--- config.mk ---
export PLATFORM = sky130hd
export DESIGN_NAME = float_mult_iter_flat
export DESIGN_NICKNAME = d
export VERILOG_FILES = /design/src/rtl/float_mult_iter_if.sv /design/src/rtl/float_mult_iter.sv /design/src/flat_wrapper.sv
export SDC_FILE = /design/constraint.sdc
export NUM_CORES = 1
export LEC_CHECK = 0
export ABC_AREA = 1
export CORE_MARGIN = 3
export CORE_UTILIZATION = 45
export CTS_BUF_LIST = sky130_fd_sc_hd__clkbuf_2 sky130_fd_sc_hd__clkbuf_4 sky130_fd_sc_hd__clkbuf_8
export CTS_CLUSTER_SIZE = 12
export DETAILED_ROUTE_END_ITERATION = 8
export PLACE_DENSITY = 0.67
export SETUP_SLACK_MARGIN = 0.4
export SYNTH_ARGS = -nofsm -noshare
export SYNTH_HDL_FRONTEND = slang
export SYNTH_SLANG_ARGS = --single-unit
--- constraint.sdc ---
create_clock -name clk -period 2.7 [get_ports clk]
set_input_delay 0.54 -clock clk [delete_from_list [all_inputs] [get_ports clk]]
set_output_delay 0.54 -clock clk [all_outputs]
set_load 0.05 [all_outputs]
--- src/rtl/float_mult_iter_if.sv ---
// Operand/result handshake bundle for the iterative float multiplier.
// The master drives operands and out_ready; the slave (multiplier) answers.
interface float_mult_iter_if #(
   parameter int EXP_W = 8,
   parameter int MAN_W = 23
);
   localparam int W = 1 + EXP_W + MAN_W;

   logic          in_valid;
   logic          in_ready;
   logic [W-1:0]  a;
   logic [W-1:0]  b;
   logic          out_valid;
   logic          out_ready;
   logic [W-1:0]  result;
   logic          invalid;
   logic          overflow;
   logic          underflow;
   logic          inexact;

   modport master (
      output in_valid, a, b, out_ready,
      input  in_ready, out_valid, result, invalid, overflow, underflow, inexact
   );

   modport slave (
      input  in_valid, a, b, out_ready,
      output in_ready, out_valid, result, invalid, overflow, underflow, inexact
   );
endinterface

--- src/rtl/float_mult_iter.sv ---
// Multi-cycle floating-point multiplier: radix-2 shift-add significand product,
// round-to-nearest-even, flush-to-zero subnormals, per-result exception flags.
module float_mult_iter #(
   parameter int EXP_W = 8,
   parameter int MAN_W = 23
) (
   input  logic             clk,
   input  logic             rst,
   float_mult_iter_if.slave bus
);
   localparam int W  = 1 + EXP_W + MAN_W;
   localparam int P  = MAN_W + 1;          // significand width incl. hidden one
   localparam int EW = EXP_W + 2;          // signed working exponent width
   localparam int CW = $clog2(MAN_W + 2);

   localparam logic        [EW-1:0] BIAS_E   = EW'((1 << (EXP_W - 1)) - 1);
   localparam logic signed [EW-1:0] EXP_MAX  = EW'((1 << EXP_W) - 1);
   localparam logic signed [EW-1:0] EXP_ZERO = '0;
   localparam logic        [W-1:0]  QNAN     = {1'b0, {EXP_W{1'b1}}, 1'b1, {(MAN_W-1){1'b0}}};

   typedef enum logic [1:0] {IDLE, MUL, ROUND, DONE} state_t;

   state_t state_q, state_d;

   logic                 in_ready_c, out_valid_c, accept;
   logic [CW-1:0]        cnt_q;
   logic [2*P-1:0]       acc_q, mcand_q;
   logic [P-1:0]         mplier_q;
   logic                 sign_q;
   logic signed [EW-1:0] exp_q;
   logic [W-1:0]         result_q;
   logic                 invalid_q, overflow_q, underflow_q, inexact_q;

   // Operand fields and classification, evaluated on the incoming operands.
   logic                 a_sign, b_sign, in_sign;
   logic [EXP_W-1:0]     a_exp, b_exp;
   logic [MAN_W-1:0]     a_frac, b_frac;
   logic                 a_zero, b_zero, a_inf, b_inf, a_nan, b_nan, special;
   logic signed [EW-1:0] exp_in;
   logic [W-1:0]         spec_result;
   logic                 spec_invalid;

   assign {a_sign, a_exp, a_frac} = bus.a;
   assign {b_sign, b_exp, b_frac} = bus.b;
   assign in_sign = a_sign ^ b_sign;
   assign a_zero  = (a_exp == '0);
   assign b_zero  = (b_exp == '0);
   assign a_inf   = (&a_exp) & ~(|a_frac);
   assign b_inf   = (&b_exp) & ~(|b_frac);
   assign a_nan   = (&a_exp) & (|a_frac);
   assign b_nan   = (&b_exp) & (|b_frac);
   assign special = a_zero | b_zero | (&a_exp) | (&b_exp);
   assign exp_in  = EW'(a_exp) + EW'(b_exp) - BIAS_E;

   // NOTE: every combinational output gets a default first so no path can
   // leave it unassigned and infer a latch.
   always_comb begin
      spec_result  = {in_sign, {(W-1){1'b0}}};
      spec_invalid = 1'b0;
      if (a_nan | b_nan | (a_inf & b_zero) | (a_zero & b_inf)) begin
         spec_result  = QNAN;
         spec_invalid = 1'b1;
      end else if (a_inf | b_inf) begin
         spec_result = {in_sign, {EXP_W{1'b1}}, {MAN_W{1'b0}}};
      end
   end

   // Normalise, round to nearest even, then range-check the exponent.
   logic [P-1:0]         mant;
   logic [P:0]           mant_r;
   logic [MAN_W-1:0]     frac_r;
   logic                 guard, sticky, round_up;
   logic signed [EW-1:0] e_r;
   logic [W-1:0]         rnd_result;
   logic                 rnd_overflow, rnd_underflow, rnd_inexact;

   always_comb begin
      e_r = exp_q;
      if (acc_q[2*P-1]) begin
         mant   = acc_q[2*P-1 -: P];
         guard  = acc_q[P-1];
         sticky = |acc_q[P-2:0];
         e_r    = exp_q + EW'(1);
      end else begin
         mant   = acc_q[2*P-2 -: P];
         guard  = acc_q[P-2];
         sticky = |acc_q[P-3:0];
      end
      round_up = guard & (sticky | mant[0]);
      mant_r   = {1'b0, mant} + {{P{1'b0}}, round_up};
      frac_r   = mant_r[MAN_W-1:0];
      if (mant_r[P]) begin
         frac_r = mant_r[MAN_W:1];
         e_r    = e_r + EW'(1);
      end

      rnd_result    = {sign_q, e_r[EXP_W-1:0], frac_r};
      rnd_overflow  = 1'b0;
      rnd_underflow = 1'b0;
      rnd_inexact   = guard | sticky;
      if (e_r >= EXP_MAX) begin
         rnd_result   = {sign_q, {EXP_W{1'b1}}, {MAN_W{1'b0}}};
         rnd_overflow = 1'b1;
         rnd_inexact  = 1'b1;
      end else if (e_r <= EXP_ZERO) begin
         rnd_result    = {sign_q, {(W-1){1'b0}}};
         rnd_underflow = 1'b1;
         rnd_inexact   = 1'b1;
      end
   end

   // NOTE: sequential state uses non-blocking assignments so every register
   // samples its inputs from before the edge, independent of statement order.
   always_ff @(posedge clk) begin
      if (rst) state_q <= IDLE;
      else     state_q <= state_d;
   end

   always_comb begin
      state_d     = state_q;
      in_ready_c  = 1'b0;
      out_valid_c = 1'b0;
      case (state_q)
         IDLE: begin
            in_ready_c = ~rst;
            if (bus.in_valid & ~rst) state_d = special ? DONE : MUL;
         end
         MUL:     if (cnt_q == CW'(MAN_W)) state_d = ROUND;
         ROUND:   state_d = DONE;
         DONE: begin
            out_valid_c = 1'b1;
            if (bus.out_ready) state_d = IDLE;
         end
         default: state_d = IDLE;
      endcase
   end

   assign accept = bus.in_valid & in_ready_c;

   always_ff @(posedge clk) begin
      if (rst) begin
         cnt_q       <= '0;
         acc_q       <= '0;
         mcand_q     <= '0;
         mplier_q    <= '0;
         sign_q      <= 1'b0;
         exp_q       <= '0;
         result_q    <= '0;
         invalid_q   <= 1'b0;
         overflow_q  <= 1'b0;
         underflow_q <= 1'b0;
         inexact_q   <= 1'b0;
      end else begin
         case (state_q)
            IDLE: if (accept) begin
               cnt_q    <= '0;
               acc_q    <= '0;
               mcand_q  <= {{P{1'b0}}, 1'b1, a_frac};
               mplier_q <= {1'b1, b_frac};
               sign_q   <= in_sign;
               exp_q    <= exp_in;
               if (special) begin
                  result_q    <= spec_result;
                  invalid_q   <= spec_invalid;
                  overflow_q  <= 1'b0;
                  underflow_q <= 1'b0;
                  inexact_q   <= 1'b0;
               end
            end
            MUL: begin
               // One multiplier bit per cycle, LSB first, through a single adder.
               if (mplier_q[0]) acc_q <= acc_q + mcand_q;
               mcand_q  <= mcand_q << 1;
               mplier_q <= mplier_q >> 1;
               cnt_q    <= cnt_q + CW'(1);
            end
            ROUND: begin
               cnt_q       <= '0;
               result_q    <= rnd_result;
               invalid_q   <= 1'b0;
               overflow_q  <= rnd_overflow;
               underflow_q <= rnd_underflow;
               inexact_q   <= rnd_inexact;
            end
            default: ;
         endcase
      end
   end

   assign bus.in_ready  = in_ready_c;
   assign bus.out_valid = out_valid_c;
   assign bus.result    = result_q;
   assign bus.invalid   = invalid_q;
   assign bus.overflow  = overflow_q;
   assign bus.underflow = underflow_q;
   assign bus.inexact   = inexact_q;
endmodule

--- src/flat_wrapper.sv ---
// flat-port wrapper written by rule: the top's interface ports become plain ports
module float_mult_iter_flat 
#(
   parameter int EXP_W = 8,
   parameter int MAN_W = 23
)
  (clk, rst, bus_in_valid, bus_a, bus_b, bus_out_ready, bus_in_ready, bus_out_valid, bus_result, bus_invalid, bus_overflow, bus_underflow, bus_inexact);
  float_mult_iter_if #(.EXP_W(EXP_W), .MAN_W(MAN_W)) bus_i ();
  input  logic clk;
  input  logic rst;
  input wire logic [$bits(bus_i.in_valid)-1:0] bus_in_valid;
  input wire logic [$bits(bus_i.a)-1:0] bus_a;
  input wire logic [$bits(bus_i.b)-1:0] bus_b;
  input wire logic [$bits(bus_i.out_ready)-1:0] bus_out_ready;
  output wire logic [$bits(bus_i.in_ready)-1:0] bus_in_ready;
  output wire logic [$bits(bus_i.out_valid)-1:0] bus_out_valid;
  output wire logic [$bits(bus_i.result)-1:0] bus_result;
  output wire logic [$bits(bus_i.invalid)-1:0] bus_invalid;
  output wire logic [$bits(bus_i.overflow)-1:0] bus_overflow;
  output wire logic [$bits(bus_i.underflow)-1:0] bus_underflow;
  output wire logic [$bits(bus_i.inexact)-1:0] bus_inexact;
  assign bus_i.in_valid = bus_in_valid;
  assign bus_i.a = bus_a;
  assign bus_i.b = bus_b;
  assign bus_i.out_ready = bus_out_ready;
  assign bus_in_ready = bus_i.in_ready;
  assign bus_out_valid = bus_i.out_valid;
  assign bus_result = bus_i.result;
  assign bus_invalid = bus_i.invalid;
  assign bus_overflow = bus_i.overflow;
  assign bus_underflow = bus_i.underflow;
  assign bus_inexact = bus_i.inexact;
  float_mult_iter #(.EXP_W(EXP_W), .MAN_W(MAN_W)) u_core (.clk(clk), .rst(rst), .bus(bus_i));
endmodule
Word level (Yosys, flattened, before mapping)
Index checks and enable logic that the tools add are counted.
- flip-flop bits (word level): 174
- output and inout bits: 38
- logic and storage cells: 114
- add/sub/neg operators: 7
- order comparisons: 2
- equality and inequality tests: 10
- multiplexer cells: 43
- bitwise gates (word level): 22
- reductions and logical operators: 18
- operators with widths (operator ; count):
    one-hot mux 48 bit (2 select lines) ; 2
    two-way mux 48 bit ; 3
    two-way mux 32 bit ; 3
    two-way mux 31 bit ; 3
    OR reduction 23 bit ; 3
    one-hot mux 32 bit (2 select lines) ; 1
    adder 48 bit ; 1
    two-way mux 24 bit ; 2
    one-hot mux 24 bit (2 select lines) ; 1
    adder 24 x 1 -> 25 bit ; 1
    two-way mux 23 bit ; 1
    OR reduction 22 bit ; 1
    adder 10 x 2 -> 10 bit, second input constant ; 2
    two-way mux 10 bit ; 2
    logical NOT 8 bit ; 2
    AND reduction 8 bit ; 2
    one-hot mux 5 bit (3 select lines) ; 1
    two-way mux 1 bit ; 14
    >= comparator 10 x 9 -> 1 bit, second input constant ; 1
    <= comparator 10 x 1 -> 1 bit, second input constant ; 1
    inequality test 2 x 1 -> 1 bit, second input constant ; 5
    subtractor 10 x 7 -> 10 bit, second input constant ; 1
    adder 8 x 8 -> 9 bit ; 1
    bitwise AND 1 bit ; 9
    other kinds (17) ; 39

Logic depth before layout (Yosys ltp)
Gate-level depths: netlist (run 1).
- depth after elaboration: 10
- depth in mapped cells: 25

Worst setup path before layout (run 1)
No wires, ideal clock.
- path type: flip-flop to flip-flop
- start point: register u_core.state_q[0]
- end point: register u_core.acc_q[17]
- arrival time: 2822 ps
- required time: 2630 ps
- slack: -192 ps
- stages on the path, launching flop included: 14
- period minus slack after synthesis: 2892 ps
- cells stage by stage: dfxtp_1 > inv_1 > ha_1 > inv_1 > nor2_1 > nand2_1 > nand2_1 > o21ai_1 > nor2_1 > clkinv_1 > clkbuf_1 > a21oi_1 > o21ai_0 > a21oi_1
- cells in the longest elaborated chain, start to end: 5
- elaborated cells between the ends (all ways): 9
- ends and longest elaborated chain (element ; line ; RTL):
    start, declared ; float_mult_iter.sv:23 ; state_t state_q, state_d;
    start signal, assigned ; float_mult_iter.sv:116 ; else state_q <= state_d;
    logical NOT 2 bit ; float_mult_iter.sv:123 ; case (state_q)
    two-way mux 1 bit ; float_mult_iter.sv:123 ;
    net bus_in_ready ; flat_wrapper.sv:15 ; output wire logic [$bits(bus_i.in_ready)-1:0] bus_in_ready;
    bitwise AND 1 bit ; float_mult_iter.sv:138 ; assign accept = bus.in_valid & in_ready_c;
    inequality test 2 x 1 -> 1 bit (no source line) ; - ;
    AND reduction 3 bit (no source line) ; - ;
    end signal, assigned ; float_mult_iter.sv:172 ; if (mplier_q[0]) acc_q <= acc_q + mcand_q;
    end, declared ; float_mult_iter.sv:27 ; logic [2*P-1:0] acc_q, mcand_q;
The timed path passes the listed nets, and every way through them passes these cells.
A chain may end at the register's enable or synchronous reset.

Worst setup path after layout (run 1)
- start point: register u_core.acc_q[47]
- end point: register u_core.result_q[10], in the netlist u_core.bus.result[10]
- cells in the longest elaborated chain, start to end: 9
- elaborated cells between the ends (all ways): 15
- ends and longest elaborated chain (element ; line ; RTL):
    two-way mux 1 bit or two-way mux 24 bit (tied branches) ; float_mult_iter.sv:79 ; if (acc_q[2*P-1]) begin
    bitwise OR 1 bit ; float_mult_iter.sv:89 ; round_up = guard & (sticky | mant[0]);
    bitwise AND 1 bit ; float_mult_iter.sv:89 ;
    adder 24 x 1 -> 25 bit ; float_mult_iter.sv:90 ; mant_r = {1'b0, mant} + {{P{1'b0}}, round_up};
    two-way mux 10 bit ; float_mult_iter.sv:92 ; if (mant_r[P]) begin
    <= comparator 10 x 1 -> 1 bit ; float_mult_iter.sv:105 ; end else if (e_r <= EXP_ZERO) begin
    two-way mux 31 bit ; float_mult_iter.sv:105 ;
    two-way mux 31 bit (*) ; float_mult_iter.sv:101 ; if (e_r >= EXP_MAX) begin
    one-hot mux 32 bit (2 select lines) (*) ; float_mult_iter.sv:154 ; case (state_q)
    end signal, assigned ; float_mult_iter.sv:163 ; result_q <= spec_result;
    end signal, assigned ; float_mult_iter.sv:179 ; result_q <= rnd_result;
    end, declared ; float_mult_iter.sv:31 ; logic [W-1:0] result_q;
Mark *: on every way between the ends. The rest lies on a longest branch, timed or not.

==> results of run 1 <==
-- cells in the mapped netlist (24+ instances only) --
cell type | number | share of area (%)
inv_1 | 170 | 5.1
nand3_1 | 75 | 3.0
a21oi_1 | 221 | 8.9
xor2_1 | 24 | 1.7
a31oi_1 | 69 | 3.5
dfxtp_1 | 174 | 28
o21ai_0 | 193 | 7.8
nor2_1 | 155 | 4.7
nor4_1 | 24 | 1.2
nand4_1 | 42 | 2.1
nor3_1 | 24 | 0.96
nand2_1 | 470 | 14
clkbuf_1 | 61 | 1.8
ha_1 | 65 | 6.5
-- final cells by class --
cell class | count | area, µm² | share of cell area, %
Clock buffer | 18 | 241 | 1.42
Clock inverter | 14 | 195 | 1.15
Inverter | 187 | 724 | 4.25
Multi-Input combinational cell | 1493 | 9360 | 54.9
Sequential cell | 174 | 3600 | 21.1
Tap cell | 372 | 465 | 2.73
Timing Repair Buffer | 272 | 2460 | 14.4
Timing Repair inverter | 1 | 5.00 | 0.0294
-- through the flow --
step / std cells / power (mW) / utilization, % / hold WS (ns) / setup slack [ns]
6_report: 2531 / 10.4 / 62.9 / 0.431 / 0.103
2_1_floorplan: 1934 / 6.18 / - / 0.441 / 0.0700
5_1_grt: 2531 / 11.1 / 62.9 / 0.407 / -0.0875
4_1_cts: 2509 / 9.94 / 58.5 / 0.471 / 0.174
3_5_place_dp: 2453 / 7.56 / 54.2 / 0.456 / -0.351
3_3_place_gp: 2453 / 7.50 / 54.2 / 0.452 / -0.341
-- state kept, by name (all words and copies together), names as in the netlist --
| signal | cells |
|---|---|
| u_core.bus.underflow | 1 |
| u_core.cnt_q | 5 |
| u_core.sign_q | 1 |
| u_core.mcand_q | 48 |
| u_core.acc_q | 48 |
| u_core.bus.invalid | 1 |
| u_core.bus.result | 32 |
| u_core.state_q | 2 |
| u_core.exp_q | 10 |
| u_core.mplier_q | 24 |
| u_core.bus.inexact | 1 |
| u_core.bus.overflow | 1 |
-- worst max-delay path, delay by kind of cell, from the launching register on --
kind / cells / cell delay [ns]
buffers and inverters: 4 / 0.54
flip-flops: 1 / 0.39
adder cells (fa/ha/maj): 1 / 0.14
AO/OA/AOI/OAI: 2 / 0.24
AND/OR/NAND/NOR: 10 / 1.16
-- routing by layer --
layer | global-route usage [%] | routed length [µm]
met1 | 32.5 | 17700
met2 | 42.5 | 18900
met3 | 3.59 | 1830
met4 | 7.67 | 1010
met5 | 0 | 0
-- path summary, 6_finish.rpt --
kind,startpoint,to,slack [ns],depth (start not counted)
setup reg to reg,u_core.acc_q[47],u_core.bus.result[10],0.10,17
hold / removal,bus_a[23],u_core.exp_q[0],0.43,3
setup / recovery,u_core.acc_q[47],u_core.bus.result[10],0.10,17
hold reg to reg,u_core.bus.result[7],u_core.bus.result[7],0.47,2
-- logic make-up (layout without fill, tap and decap cells) --
| group | Yosys count | in the layout |
|---|---|---|
| mux | 2 | 2 |
| buf+inv | 267 | 492 |
| flops | 174 | 174 |
| fa+ha+maj | 67 | 67 |
| simple gates | 854 | 854 |
| compound gates | 535 | 535 |
| xor+xnor | 35 | 35 |
-- power groups by stage --
| stage | sequential, mW | clock (mW) | combinational [mW] |
|---|---|---|---|
| after floorplan | 3.71 | 0 | 2.47 |
| after global placement | 3.57 | 0 | 3.93 |
| after detailed placement | 3.58 | 0 | 3.98 |
| after CTS | 3.60 | 2.13 | 4.22 |
| after global routing | 3.75 | 2.24 | 5.11 |
| final | 3.69 | 2.09 | 4.66 |
-- repair_timing --
action	CTS	global route
gates resized for setup	136	288
setup buffers	23	20
setup endpoints to repair	83	93
pin swaps	33	77
cloned	1	2
==> out/results.md, run 1 <==
| Item | This run | Unit |
| --- | --- | --- |
| Last weighted congestion value of the routability-driven placer | 0.946 | - |
| Global-route total usage across every layer | 24.9 | % |
| Top library cells by usage in the layout, fill and taps aside | 417 x nand2_1, 186 x a21oi_1, 156 x inv_1 | - |
| Slowest cell on the critical path | dfxtp_4 | - |
| Number of buffer cells added on primary ports | 105 | - |
| Total via count after detailed routing | 13.8k | - |
| Status | finished clean | - |
| Final routed wire length divided by cell count | 15.6 | µm |
| Initial DRT Pass Iterations | 5 | - |
| YS warnings | 0 | - |
| Highest ir drop seen on vdd | 483 | µV |
| Cell-internal power | 5.93 | mW |
| Fillers | 2486 | - |
| Part of the total power dissipated in combinational logic | 44.6 | % |
| Critical path's most frequent cell | nor2_4 | - |
| Pwr dens | 613 | mW/mm² |
| Total inserted antenna cells | 0 | - |
| Count of flip-flops with a built-in enable after synthesis | 0 | - |
| CTS root buf | clkbuf_8 | - |
| CTS Buf Count | 17 | - |
| Leakage power summed over all cells | 6.97 | nW |
| Synth Flop Type | dfxtp_1 | - |
| Top achievable clock speed | 385 | MHz |
| Vias in the first global route | 12.5k | - |
| Placement row count | 60 | - |
| Combinational family with the most area after synthesis | simple AND/OR/NAND/NOR gates | - |
| Vias per inst | 5.45 | - |
| Drt first-iter violations | 935 | - |
| Net count after synthesis | 2069 | - |
| Post-route setup TNS | 0 | ns |
| Std-Cell Core Area | 0.0271 | mm² |
| Post-route cell area | 0.0170 | mm² |
| Number of storage elements in the synthesis netlist | 174 | - |
| Share of total power in the clock network | 20.0 | % |
| Share of synthesized area spent on multiplexers | 0.161 | % |
| Maximum number of pins on one net before global-route repair | 65 | - |
| Final hold violation count | 0 | - |
| Total overflow reported by the global router | 0 | - |
| Die Span Y | 172 | µm |
| Sw power | 4.51 | mW |
| Area share of and/or/nand/nor cells after synthesis | 30.5 | % |
| Clock period minus worst slack | 2.60 | ns |
| Seq/Total Area, Yosys | 28.0 | % |
| Mapped cell area | 0.0125 | mm² |
| Tcrit/Tclk final | 96.2 | % |
| Max FO, Critical Path | 10 | - |
| Relative max-transition margin | 57.9 | % |
| Parity-gate share of the synthesized area counting xor and xnor cells | 2.46 | % |
| Transition time at the pin with the least slew margin | 0.631 | ns |
| Worst endpoint required time | 3.05 | ns |
| Global-route wire length before repair | 60.6 | mm |
| Worst-skew pair later-pin latency | 0.49 | ns |
| Data arrival, critical path | 2.95 | ns |
| Min-Delay Path Class | in2reg | - |
| FFs w/ async S/R, synth | 0 | % |
| Post-Route Skew | 0.0209 | ns |
| Total length of routed wires | 39.4 | mm |
| Worst-path clk slew | 0.11 | ns |
| Startpoint type of the worst setup path | flip-flop | - |
| Horiz. Die Dim | 172 | µm |
| Final layout net count | 2281 | - |
| Residual antenna-violating net count after detailed routing | 0 | - |
| I/O pin count | 106 | - |
| H-tree Lvls | 4 | - |
| DRC errors left | 0 | - |
| Worst path cell trace | buf_12 > o21ai_4 > nand2_2 > inv_2 > ha_4 > nand2_4 > nor2_4 > nand2_4 > nor2_4 > nand3_4 > nor2_4 > nand4_1 > nand2_2 > clkinv_4 > clkbuf_16 > nand4_1 > a21oi_1 | - |
| Synthesized netlist cell count | 1934 | - |
| Final slew viol count | 0 | - |
| Initial Utilization | 46.0 | % |
| Switch share | 43.2 | % |
| Synthesized-area fraction occupied by adder cells | 6.85 | % |
| Die Area | 0.0297 | mm² |
| Area grow syn2layout | 36.9 | % |
| Number of maximum-capacitance violations | 0 | - |
| Post-detail-place hpwl | 28.8 | mm |
| Most common cell after layout, fill and taps aside | nand2_1 | - |
| Area fraction in compound gates after synthesis | 23.3 | % |
| Number of distinct library cells after synthesis | 52 | - |
| Initial antenna violation count | 0 | - |
| Kind of end point of the critical path | flip-flop | - |
| Buffer depth of the longest clock path | 2 | - |
| CTS tree | built | - |
| Syn Area/Cell | 6.44 | µm² |
| Layout cells sized above 1 | 27.2 | % |
| Biggest cell delay along the critical path | 0.39 | ns |
| Relative contribution of sequential cells to total power | 35.3 | % |
| Clock tree sinks | 174 | - |
| RSZ-0062 raised after global routing | yes | - |
| Final number of setup-violating endpoints | 0 | - |
| Kind of critical path | reg2reg | - |
| Post-placement cell area | 0.0147 | mm² |
| Post-cts hold buffer count | 0 | - |
No activity file was read; power rests on OpenSTA's default activity.
==> inputs of run 2 (changes only) <==
Settings changed: CORE_UTILIZATION 45 to 55, PLACE_DENSITY 0.67 to 0.79.
==> out/results.md, run 2 (synthesized netlist as in run 1, its figures left out) <==
| Item | This run | Unit | Delta |
| --- | --- | --- | --- |
| Max FO, Critical Path | 8 | - | was 10 |
| Most common cell after layout, fill and taps aside | nand2_1 | - | unchanged |
| Hold slack | 0.396 | ns | was 0.431 ns |
| Initial DRT Pass Iterations | 5 | - | unchanged |
| Clock period minus worst slack | 2.85 | ns | was 2.60 ns |
| Sequential standard cell area | 0.00359 | mm² | was 0.00360 mm² |
| Pwr dens | 615 | mW/mm² | was 613 mW/mm² |
| Worst endpoint required time | 3.08 | ns | was 3.05 ns |
| CTS Buf Count | 17 | - | unchanged |
| Die Span Y | 156 | µm | was 172 µm |
| Violations in the final reports | negative setup slack | - |  |
| Global routing usage on met2 | 53.3 | % | was 42.5% |
| Multi-input combinational cell area | 0.00950 | mm² | was 0.00936 mm² |
| Horiz. Die Dim | 156 | µm | was 172 µm |
| R2R depth | 19 | - | was 17 |
| Top achievable clock speed | 351 | MHz | was 385 MHz |
| Maximum number of pins on one net before global-route repair | 89 | - | was 65 |
| Worst-path clk slew | 0.10 | ns | was 0.11 ns |
| Layout cells sized above 1 | 28.2 | % | was 27.2% |
| Std-Cell Core Area | 0.0220 | mm² | was 0.0271 mm² |
| Die Area | 0.0245 | mm² | was 0.0297 mm² |
| Worst-skew pair later-pin latency | 0.50 | ns | was 0.49 ns |
| Total inserted antenna cells | 0 | - | unchanged |
| Worst setup slack for register-to-register paths | -0.15 | ns | was 0.10 ns |
| Worst path cell trace | buf_12 > buf_12 > buf_16 > o21ai_4 > nand2_2 > nor2_4 > nand2_4 > nor2_8 > buf_12 > nand3_1 > nand2_2 > nand2_1 > a21oi_2 > nand3_4 > buf_12 > nand3_1 > nand2_1 > nand2_1 > a21oi_1 | - | was buf_12 > o21ai_4 > nand2_2 > inv_2 > ha_4 > nand2_4 > nor2_4 > nand2_4 > nor2_4 > nand3_4 > nor2_4 > nand4_1 > nand2_2 > clkinv_4 > clkbuf_16 > nand4_1 > a21oi_1 |
| Biggest cell delay along the critical path | 0.39 | ns | about the same |
| Last weighted congestion value of the routability-driven placer | 0.957 | - | was 0.946 |
| Area grow syn2layout | 38.3 | % | was 36.9% |
| Transition time at the pin with the least slew margin | 0.785 | ns | was 0.631 ns |
| M3 GR Usage | 3.93 | % | was 3.59% |
| Relative contribution of sequential cells to total power | 35.0 | % | was 35.3% |
| Post-placement cell area | 0.0144 | mm² | was 0.0147 mm² |
| Part of the total power dissipated in combinational logic | 45.9 | % | was 44.6% |
| Kind of end point of the critical path | flip-flop | - | unchanged |
| Number of buffer cells added on primary ports | 105 | - | unchanged |
| Launch instance of the worst min-delay path | bus_b[23] | - | was bus_a[23] |
| Total via count after detailed routing | 14.6k | - | was 13.8k |
| Tcrit/Tclk final | 106 | % | was 96.2% |
| Number of cells on the worst hold path | 3 | - | unchanged |
| Slowest cell on the critical path | dfxtp_4 | - | unchanged |
| Total power draw | 10.6 | mW | was 10.4 mW |
| Final layout net count | 2292 | - | was 2281 |
| Placement row count | 54 | - | was 60 |
| Global-route total usage across every layer | 31.3 | % | was 24.9% |
| Fillers | 1563 | - | was 2486 |
| Highest ir drop seen on vdd | 586 | µV | was 483 µV |
| Startpoint type of the worst setup path | flip-flop | - | unchanged |
| Number of maximum-capacitance violations | 0 | - | unchanged |
| CTS root buf | clkbuf_8 | - | unchanged |
| Global-route wire length before repair | 63.1 | mm | was 60.6 mm |
| Relative max-transition margin | 47.7 | % | was 57.9% |
| Most utilized layer in the global route result | met2 | - | unchanged |
| Final number of setup-violating endpoints | 32 | - | was 0 |
| Min-Delay Path Class | in2reg | - | unchanged |
| Leakage power summed over all cells | 7.04 | nW | was 6.97 nW |
| Final cell utilization of the core | 78.2 | % | was 62.9% |
| Kind of critical path | reg2reg | - | unchanged |
| Cell-internal power | 5.77 | mW | was 5.93 mW |
| Final slew viol count | 0 | - | unchanged |
| Total overflow reported by the global router | 0 | - | unchanged |
| Status | complete, but fails checks | - | was finished clean |
| Beginning of the worst register-to-register path | u_core.acc_q[47] | - | unchanged |
| Clock tree sinks | 174 | - | unchanged |
| Initial antenna violation count | 0 | - | unchanged |
| Vias per inst | 5.98 | - | was 5.45 |
| I/O pin count | 106 | - | unchanged |
| DRC errors left | 0 | - | unchanged |
| Initial Utilization | 56.5 | % | was 46.0% |
| Share of total power in the clock network | 19.1 | % | was 20.0% |
| Final routed wire length divided by cell count | 17.7 | µm | was 15.6 µm |
| Total length of routed wires | 43.5 | mm | was 39.4 mm |
| H-tree Lvls | 4 | - | unchanged |
| Buffer depth of the longest clock path | 2 | - | unchanged |
| Post-Route Skew | 0.0225 | ns | was 0.0209 ns |
| Final hold violation count | 0 | - | unchanged |
| Switch share | 45.6 | % | was 43.2% |
| Startpoint of the most critical setup path | u_core.acc_q[47] | - | unchanged |
| Minimum setup slack in the final design | -0.150 | ns | was 0.103 ns |
| Critical path's most frequent cell | buf_12 | - | was nor2_4 |
| Drt first-iter violations | 1365 | - | was 935 |
| Top library cells by usage in the layout, fill and taps aside | 412 x nand2_1, 178 x a21oi_1, 162 x o21ai_0 | - | was 417 x nand2_1, 186 x a21oi_1, 156 x inv_1 |
| Residual antenna-violating net count after detailed routing | 0 | - | unchanged |
| Met1 usage in global routing | 40.9 | % | was 32.5% |
| Sw power | 4.83 | mW | was 4.51 mW |
| RSZ-0062 raised after global routing | yes | - | unchanged |
| Post-route cell area | 0.0172 | mm² | was 0.0170 mm² |
| Vias in the first global route | 13.2k | - | was 12.5k |
| Data arrival, critical path | 3.23 | ns | was 2.95 ns |
| CTS tree | built | - | unchanged |
| Post-detail-place hpwl | 27.6 | mm | was 28.8 mm |
==> run 2: changes by cell type in the layout (fill, tap and decap cells not counted), moves of 7 or more <==
cell,previous run,this run
nor2_2,26,34
a21oi_2,30,37
a21oi_1,186,178
o21ai_0,155,162
==> run 2: worst max-delay path: cells and delay by family, from the launching register on <==
| family | cells | cell delay [ns] |
|---|---|---|
| simple gates | 11 | 1.24 |
| compound gates | 3 | 0.40 |
| buf+inv | 5 | 0.72 |
| flops | 1 | 0.39 |
==> run 2: layer usage <==
metal | vias up | share of wire (%)
li1 | 7015 | -
met1 | 6795 | 42
met2 | 684 | 48
met3 | 151 | 6.6
met4 | 0 | 4.1
met5 | - | 0
==> run 2: power groups by stage <==
stage / clock, mW / sequential, mW / combinational, mW
4_1_cts: 2.00 / 3.57 / 4.12
5_1_grt: 2.14 / 3.76 / 5.26
3_3_place_gp: 0 / 3.56 / 3.80
3_5_place_dp: 0 / 3.58 / 3.88
6_report: 2.02 / 3.71 / 4.86
2_1_floorplan: 0 / 3.71 / 2.47
==> run 2: cell type report <==
type,instances,area share (%)
Inverter,187,4.21
Clock buffer,17,1.36
Multi-Input combinational cell,1495,55.2
Timing Repair inverter,3,0.189
Clock inverter,15,1.15
Sequential cell,174,20.8
Timing Repair Buffer,279,15.1
Tap cell,280,2.03
==> run 2: final timing paths <==
check,endpoint
min reg2reg,u_core.bus.result[12]
max,u_core.bus.result[30]
max reg2reg,u_core.bus.result[30]
min,u_core.exp_q[0]
==> run 2: what timing repair did <==
action	CTS	global route
setup endpoints to repair	87	117
cloned	5	1
resized for setup	155	306
pin swaps	49	83
hold buffers	0	0
buffers inserted	31	36
==> run 2: through the flow <==
stage	cells	TNS, ns	worst slack [ns]
after floorplan	1934	0	0.0700
after global placement	2345	-1.35	-0.291
after detailed placement	2345	-2.73	-0.368
after CTS	2413	0	0.148
after global routing	2450	-5.09	-0.235
final	2450	-2.11	-0.150
